--- config.mk ---
export PLATFORM = sky130hd
export DESIGN_NAME = mux_pipe_blank
export DESIGN_NICKNAME = d
export VERILOG_FILES = /design/src/rtl/mux_pipe_blank_pkg.sv /design/src/rtl/mux_pipe_blank_valid_pipe.sv /design/src/rtl/mux_pipe_blank.sv
export SDC_FILE = /design/constraint.sdc
export NUM_CORES = 1
export LEC_CHECK = 0
export CORE_UTILIZATION = 50
export CTS_BUF_LIST = sky130_fd_sc_hd__clkbuf_16
export CTS_CLUSTER_DIAMETER = 200
export DETAILED_ROUTE_END_ITERATION = 8
export GPL_TIMING_DRIVEN = 0
export PLACE_DENSITY = 0.95
export SYNTH_ARGS = -nofsm -noshare
export SYNTH_HDL_FRONTEND = slang
export SYNTH_HIERARCHICAL = 1
export SYNTH_SLANG_ARGS = --single-unit
--- constraint.sdc ---
create_clock -name clk -period 5.5 [get_ports clk]
set_clock_uncertainty 0.2 [all_clocks]
set_input_delay 1.65 -clock clk [delete_from_list [all_inputs] [get_ports clk]]
set_output_delay 1.65 -clock clk [all_outputs]
set_load 0.02 [all_outputs]
--- src/rtl/mux_pipe_blank_pkg.sv ---
// Shared definitions for the mux_pipe_blank selector.
// Holds the two-state FSM encoding, the default parameter set and a helper
// that sizes the blanking down-counter.
package mux_pipe_blank_pkg;

  typedef enum logic {
    ST_RUN   = 1'b0,
    ST_BLANK = 1'b1
  } state_t;

  localparam int DEF_WIDTH = 8;
  localparam int DEF_NCH   = 4;
  localparam int DEF_SEL_W = 2;
  localparam int DEF_DEPTH = 2;
  localparam int DEF_BLANK = 2;
  localparam int DEF_CNT_W = 16;

  // Bits needed to hold values 0..n-1, never less than one bit.
  function automatic int cnt_width(input int n);
    return (n > 1) ? $clog2(n) : 1;
  endfunction

endpackage

--- src/rtl/mux_pipe_blank_valid_pipe.sv ---
// DEPTH-stage {valid,data} shift register with asynchronous active-high reset.
// Every stage shifts on every clock; there is no stall. A stage only captures
// data when the incoming valid is set, so the last stage's data holds its
// previous sample while invalid slots pass through.
// Ports:
//   clk       in   system clock, rising edge
//   rst       in   asynchronous active-high reset
//   in_valid  in   stage-1 valid
//   in_data   in   stage-1 data (WIDTH bits)
//   out_valid out  final-stage valid
//   out_data  out  final-stage data (WIDTH bits)
module mux_pipe_blank_valid_pipe
  import mux_pipe_blank_pkg::*;
#(
  parameter int WIDTH = DEF_WIDTH,
  parameter int DEPTH = DEF_DEPTH
) (
  input  logic             clk,
  input  logic             rst,
  input  logic             in_valid,
  input  logic [WIDTH-1:0] in_data,
  output logic             out_valid,
  output logic [WIDTH-1:0] out_data
);

  logic [DEPTH-1:0] valid_q;
  logic [WIDTH-1:0] data_q [DEPTH];

  // Shift valid bits every cycle; move data only alongside a valid bit.
  always_ff @(posedge clk or posedge rst) begin
    if (rst) begin
      valid_q <= {DEPTH{1'b0}};
      for (int i = 0; i < DEPTH; i++) begin
        data_q[i] <= {WIDTH{1'b0}};
      end
    end else begin
      valid_q[0] <= in_valid;
      if (in_valid) begin
        data_q[0] <= in_data;
      end
      for (int i = 1; i < DEPTH; i++) begin
        valid_q[i] <= valid_q[i-1];
        if (valid_q[i-1]) begin
          data_q[i] <= data_q[i-1];
        end
      end
    end
  end

  assign out_valid = valid_q[DEPTH-1];
  assign out_data  = data_q[DEPTH-1];

endmodule

--- src/rtl/mux_pipe_blank.sv ---
// Registered N-channel W-bit data selector with post-switch blanking.
// After any select change, BLANK consecutive clock edges (the change edge
// included) drop their samples; accepted samples travel a DEPTH-stage
// pipeline and appear for one cycle on dout/out_valid.
// Ports:
//   clk       in   system clock, rising edge
//   rst       in   asynchronous active-high reset
//   din       in   NCH*WIDTH flattened channels, channel k at [k*WIDTH +: WIDTH]
//   sel       in   channel select (SEL_W bits)
//   in_valid  in   din qualifier
//   dout      out  selected data, holds between valid samples
//   out_valid out  dout carries a new sample this cycle
//   busy      out  blanking window active
//   sel_err   out  sticky flag: a select >= NCH was seen
//   sw_cnt    out  saturating count of select changes (CNT_W bits)
module mux_pipe_blank
  import mux_pipe_blank_pkg::*;
#(
  parameter int WIDTH = DEF_WIDTH,
  parameter int NCH   = DEF_NCH,
  parameter int SEL_W = DEF_SEL_W,
  parameter int DEPTH = DEF_DEPTH,
  parameter int BLANK = DEF_BLANK,
  parameter int CNT_W = DEF_CNT_W
) (
  input  logic               clk,
  input  logic               rst,
  input  logic [NCH*WIDTH-1:0] din,
  input  logic [SEL_W-1:0]   sel,
  input  logic               in_valid,
  output logic [WIDTH-1:0]   dout,
  output logic               out_valid,
  output logic               busy,
  output logic               sel_err,
  output logic [CNT_W-1:0]   sw_cnt
);

  localparam int               BW           = cnt_width(BLANK);
  localparam logic [BW-1:0]    BLANK_RELOAD = BW'(BLANK - 1);
  localparam logic [SEL_W:0]   NCH_LIM      = (SEL_W + 1)'(NCH);
  localparam logic [CNT_W-1:0] CNT_MAX      = {CNT_W{1'b1}};

  state_t           state;
  state_t           state_next;
  logic [BW-1:0]    blank_cnt;
  logic [BW-1:0]    blank_cnt_next;
  logic [SEL_W-1:0] sel_q;
  logic             change;
  logic             sel_oob;
  logic             accept;
  logic [WIDTH-1:0] mux_data;

  // Change detect and channel mux; the new select is sel itself, so the mux
  // already follows the select being loaded on this edge.
  always_comb begin
    change  = (sel != sel_q);
    sel_oob = ({1'b0, sel} >= NCH_LIM);
    if (sel_oob) begin
      mux_data = {WIDTH{1'b0}};
    end else begin
      mux_data = din[sel*WIDTH +: WIDTH];
    end
  end

  // FSM state register and blanking down-counter.
  always_ff @(posedge clk or posedge rst) begin
    if (rst) begin
      state     <= ST_RUN;
      blank_cnt <= {BW{1'b0}};
    end else begin
      state     <= state_next;
      blank_cnt <= blank_cnt_next;
    end
  end

  // FSM next state: a change (re)opens the window; in BLANK the counter
  // runs down and the edge that sees it at zero returns to RUN.
  always_comb begin
    state_next     = state;
    blank_cnt_next = blank_cnt;
    if (change) begin
      state_next     = ST_BLANK;
      blank_cnt_next = BLANK_RELOAD;
    end else begin
      case (state)
        ST_RUN: begin
          state_next = ST_RUN;
        end
        ST_BLANK: begin
          if (blank_cnt == {BW{1'b0}}) begin
            state_next = ST_RUN;
          end else begin
            blank_cnt_next = blank_cnt - BW'(1);
          end
        end
        default: begin
          state_next = ST_RUN;
        end
      endcase
    end
  end

  // FSM outputs. The edge that closes the window (BLANK with counter at zero)
  // already accepts, so exactly BLANK edges are dropped per change.
  always_comb begin
    busy = (state == ST_BLANK);
    if (state == ST_RUN) begin
      accept = in_valid & ~change;
    end else if (blank_cnt == {BW{1'b0}}) begin
      accept = in_valid & ~change;
    end else begin
      accept = 1'b0;
    end
  end

  // Select register, saturating change counter and sticky range error.
  always_ff @(posedge clk or posedge rst) begin
    if (rst) begin
      sel_q   <= {SEL_W{1'b0}};
      sw_cnt  <= {CNT_W{1'b0}};
      sel_err <= 1'b0;
    end else begin
      sel_q <= sel;
      if (change && (sw_cnt != CNT_MAX)) begin
        sw_cnt <= sw_cnt + CNT_W'(1);
      end
      if (sel_oob) begin
        sel_err <= 1'b1;
      end
    end
  end

  mux_pipe_blank_valid_pipe #(
    .WIDTH(WIDTH),
    .DEPTH(DEPTH)
  ) u_pipe (
    .clk      (clk),
    .rst      (rst),
    .in_valid (accept),
    .in_data  (mux_data),
    .out_valid(out_valid),
    .out_data (dout)
  );

endmodule

==> impl_metrics.ini <==
[setup_path]
cp-end-kind = flip-flop
crit_slowest_cell = clkdlybuf4s50_1
worst-path-max-fanout = 10
path_cells = clkdlybuf4s50_1, buf_4, xor2_4, nor2_4, buf_6, and3_1, buf_6, mux2_4
startpoint = sel[1]
reg2reg_from = sel_q[1]
crit_type = input pin to flip-flop
worstPathRequired_ns = 5.47
startpoint_type = input pin
crit_top_cell = buf_6
crit_path_max_incr_delay_ns = 0.43
critPathArrivalTime_ns = 3.65

[die]
core_area_um2 = 4000
design.die.area_um2 = 4434
start_util_pct = 52.14
row_count = 23
die_y_um = 66.59
die_w_um = 66.59
pin_count = 64

[yosys]
ys.flop_type = dfrtp_1
synth.yosys.seq_area_share_pct = 45.59
syn_inst = 145
async_reset_ff_share_pct = 100.0
syn_avg_cell_area_um2 = 14.38
ys_ff_latch = 38
synth-edff-count = 0
synth_nets = 183
yosysUniqueCellTypes = 33
syn_area_um2 = 2086
ys_warn_count = 6

[global_routing]
grt_overflow = 0
grt_pass1_wl_mm = 7.203
grtUsageTotal_pct = 22.94
grt_max_degree = 21
first_global_vias = 1436
antenna_found_initial = 0

[clock_tree]
clock_path_buffers = 2
cts_sinks = 38
postCtsHoldBufs = 0
path_clk_slew_ns = 0.06
worstSkewPairLatency_ns = 0.28
cts_buffers = 5
htreeDepth = 2
cts_resized = 0
cts_root_buffer = clkbuf_16
cts_setup_buffers = 0
tritoncts = done

[power]
p_int_mw = 0.8945
p_leak_nw = 1.250
switching_share_pct = 31.47
ir_worst_vdd_v = 0.0002809
p_clk_share_pct = 25.0
power_density_nw_per_um2 = 444.1
pwr-share-seq_pct = 36.6
pwr-share-comb_pct = 38.4
total_power_mw = 1.305
switchingPower_mw = 0.4107

[routing]
num_vias = 1433
wl_per_cell_um = 17.18
firstDrtPassIters = 6
ant_nets = 0
wl_mm = 4.554
first_iter_violations = 46
drc = 0
viasPerCell = 5.408

[finish]
finalNetCount = 252
multi_input_area_um2 = 988.4
antenna_cells = 0
syn_to_final_growth_pct = 40.91
stdcell_count = 265
regArea_um2 = 950.9
n_fill_cell = 254
drive_gt1_share_pct = 24.19

[timing]
slew_viol_final = 0
fmax_mhz = 271.5
period_share_pct = 66.96
whs_ns = 0.2216
fin_ws_ns = 1.817
worstMarginPinSlew_ns = 0.7954
setup_viol = 0
hold_viol_final = 0
slew_headroom_pct = 46.91
setup_tns_ns = 0
period_minus_slack_ns = 3.683
rsz0062_at_grt = false

[placement]
preCtsSetupSlack_ns = 1.535
port_buffers = 62
gp_congestion = 0.8593
placed_cells = 257
dpl.hpwl_mm = 3.209

[hold_path]
holdCritPathClass = flip-flop to flip-flop
hp-start = u_pipe/valid_q[0]

[outcome]
outcome = complete, no violations

[run]
cap_violations = 0
[cell type report]
cell class              instances  area share, %
plain buffers                  15          4.470
flip-flops and latches         38          32.35
inverters                       4         0.5109
multi-input cells              88          33.63
clock inverters                 3          1.533
clock buffers                   5          4.257
repair buffers                 62          21.12
well taps                      50          2.129
[per-layer routing]
metal / vias to the layer above / share of wire, % / GRT usage (%)
li1: 660 / - / -
met1: 710 / 44 / 29.78
met2: 54 / 50 / 36.36
met3: 9 / 4.4 / 5.479
met4: 0 / 2.0 / 9.840
met5: - / 0 / 0
[power groups by stage]
stage	Clock, mW	Combinational (mW)	Sequential (mW)
after floorplan	0	0.273	0.496
after global placement	0	0.486	0.470
after detailed placement	0	0.498	0.478
after CTS	0.330	0.504	0.477
after global routing	0.350	0.534	0.489
final	0.326	0.501	0.478
[per-stage QoR]
| step | util, % | cell area [µm²] |
|---|---|---|
| 2_1_floorplan | - | 2086 |
| 3_3_place_gp | 69.22 | 2769 |
| 3_5_place_dp | 69.22 | 2769 |
| 4_1_cts | 73.48 | 2939 |
| 5_1_grt | 73.48 | 2939 |
| 6_report | 73.48 | 2939 |
[cell families after synthesis]
family / count (synthesis) / share of synthesized area (%)
buffers and inverters: 19 / 7.018
XOR/XNOR: 15 / 8.098
multiplexers: 27 / 23.16
AND/OR/NAND/NOR: 39 / 13.32
flip-flops: 38 / 45.59
AO/OA/AOI/OAI: 5 / 2.039
other: 1 / 0.1798
adder cells (fa/ha/maj): 1 / 0.5998
[worst paths after layout]
check	depth (start not counted)	slack (ns)	end
setup / recovery	8	1.82	u_pipe/data_q[13]
hold / removal	0	0.22	u_pipe/valid_q[1]
setup reg to reg	6	3.41	u_pipe/data_q[13]
hold reg to reg	0	0.22	u_pipe/valid_q[1]
max in group asynchronous	2	2.93	sw_cnt[14]
min in group asynchronous	2	1.60	u_pipe/data_q[15]
[flip-flops by register name, indices dropped and copies added (netlist names)]
register / count
blank_cnt: 1
busy: 1
sel_q: 2
sw_cnt: 16
u_pipe/data_q: 8
u_pipe/out_data: 8
u_pipe/valid_q: 2
[layout by cell type, fill, tap and decap left out, types with 4 or more instances in the layout]
master	count
nor3_1	4
clkbuf_16	5
nand3_1	6
inv_1	4
buf_6	5
buf_4	10
nand4_1	6
mux2_4	17
xor2_1	10
clkdlybuf4s50_1	62
nand2_1	5
mux4_1	7
dfrtp_1	38
[synthesized netlist by cell type (3+ instances only)]
cell type	instances	area [µm²]
dfrtp_1	38	950.9
mux2_4	17	255.2
buf_4	10	75.07
xor2_1	10	87.58
mux4_1	7	183.9
nand3_1	6	30.03
nand4_1	6	37.54
buf_6	5	56.30
nand2_1	5	18.77
inv_1	4	15.01
nor3_1	4	20.02
and4_1	3	26.28
xnor2_1	3	26.28
[critical path: cells and delay by family]
family | cells | cell delay, ns
and+or+nand+nor | 2 | 0.49
xor gates and xnor gates | 1 | 0.20
buffers and inverters | 4 | 1.00
muxes | 1 | 0.31
No activity file was read; power rests on OpenSTA's default activity.
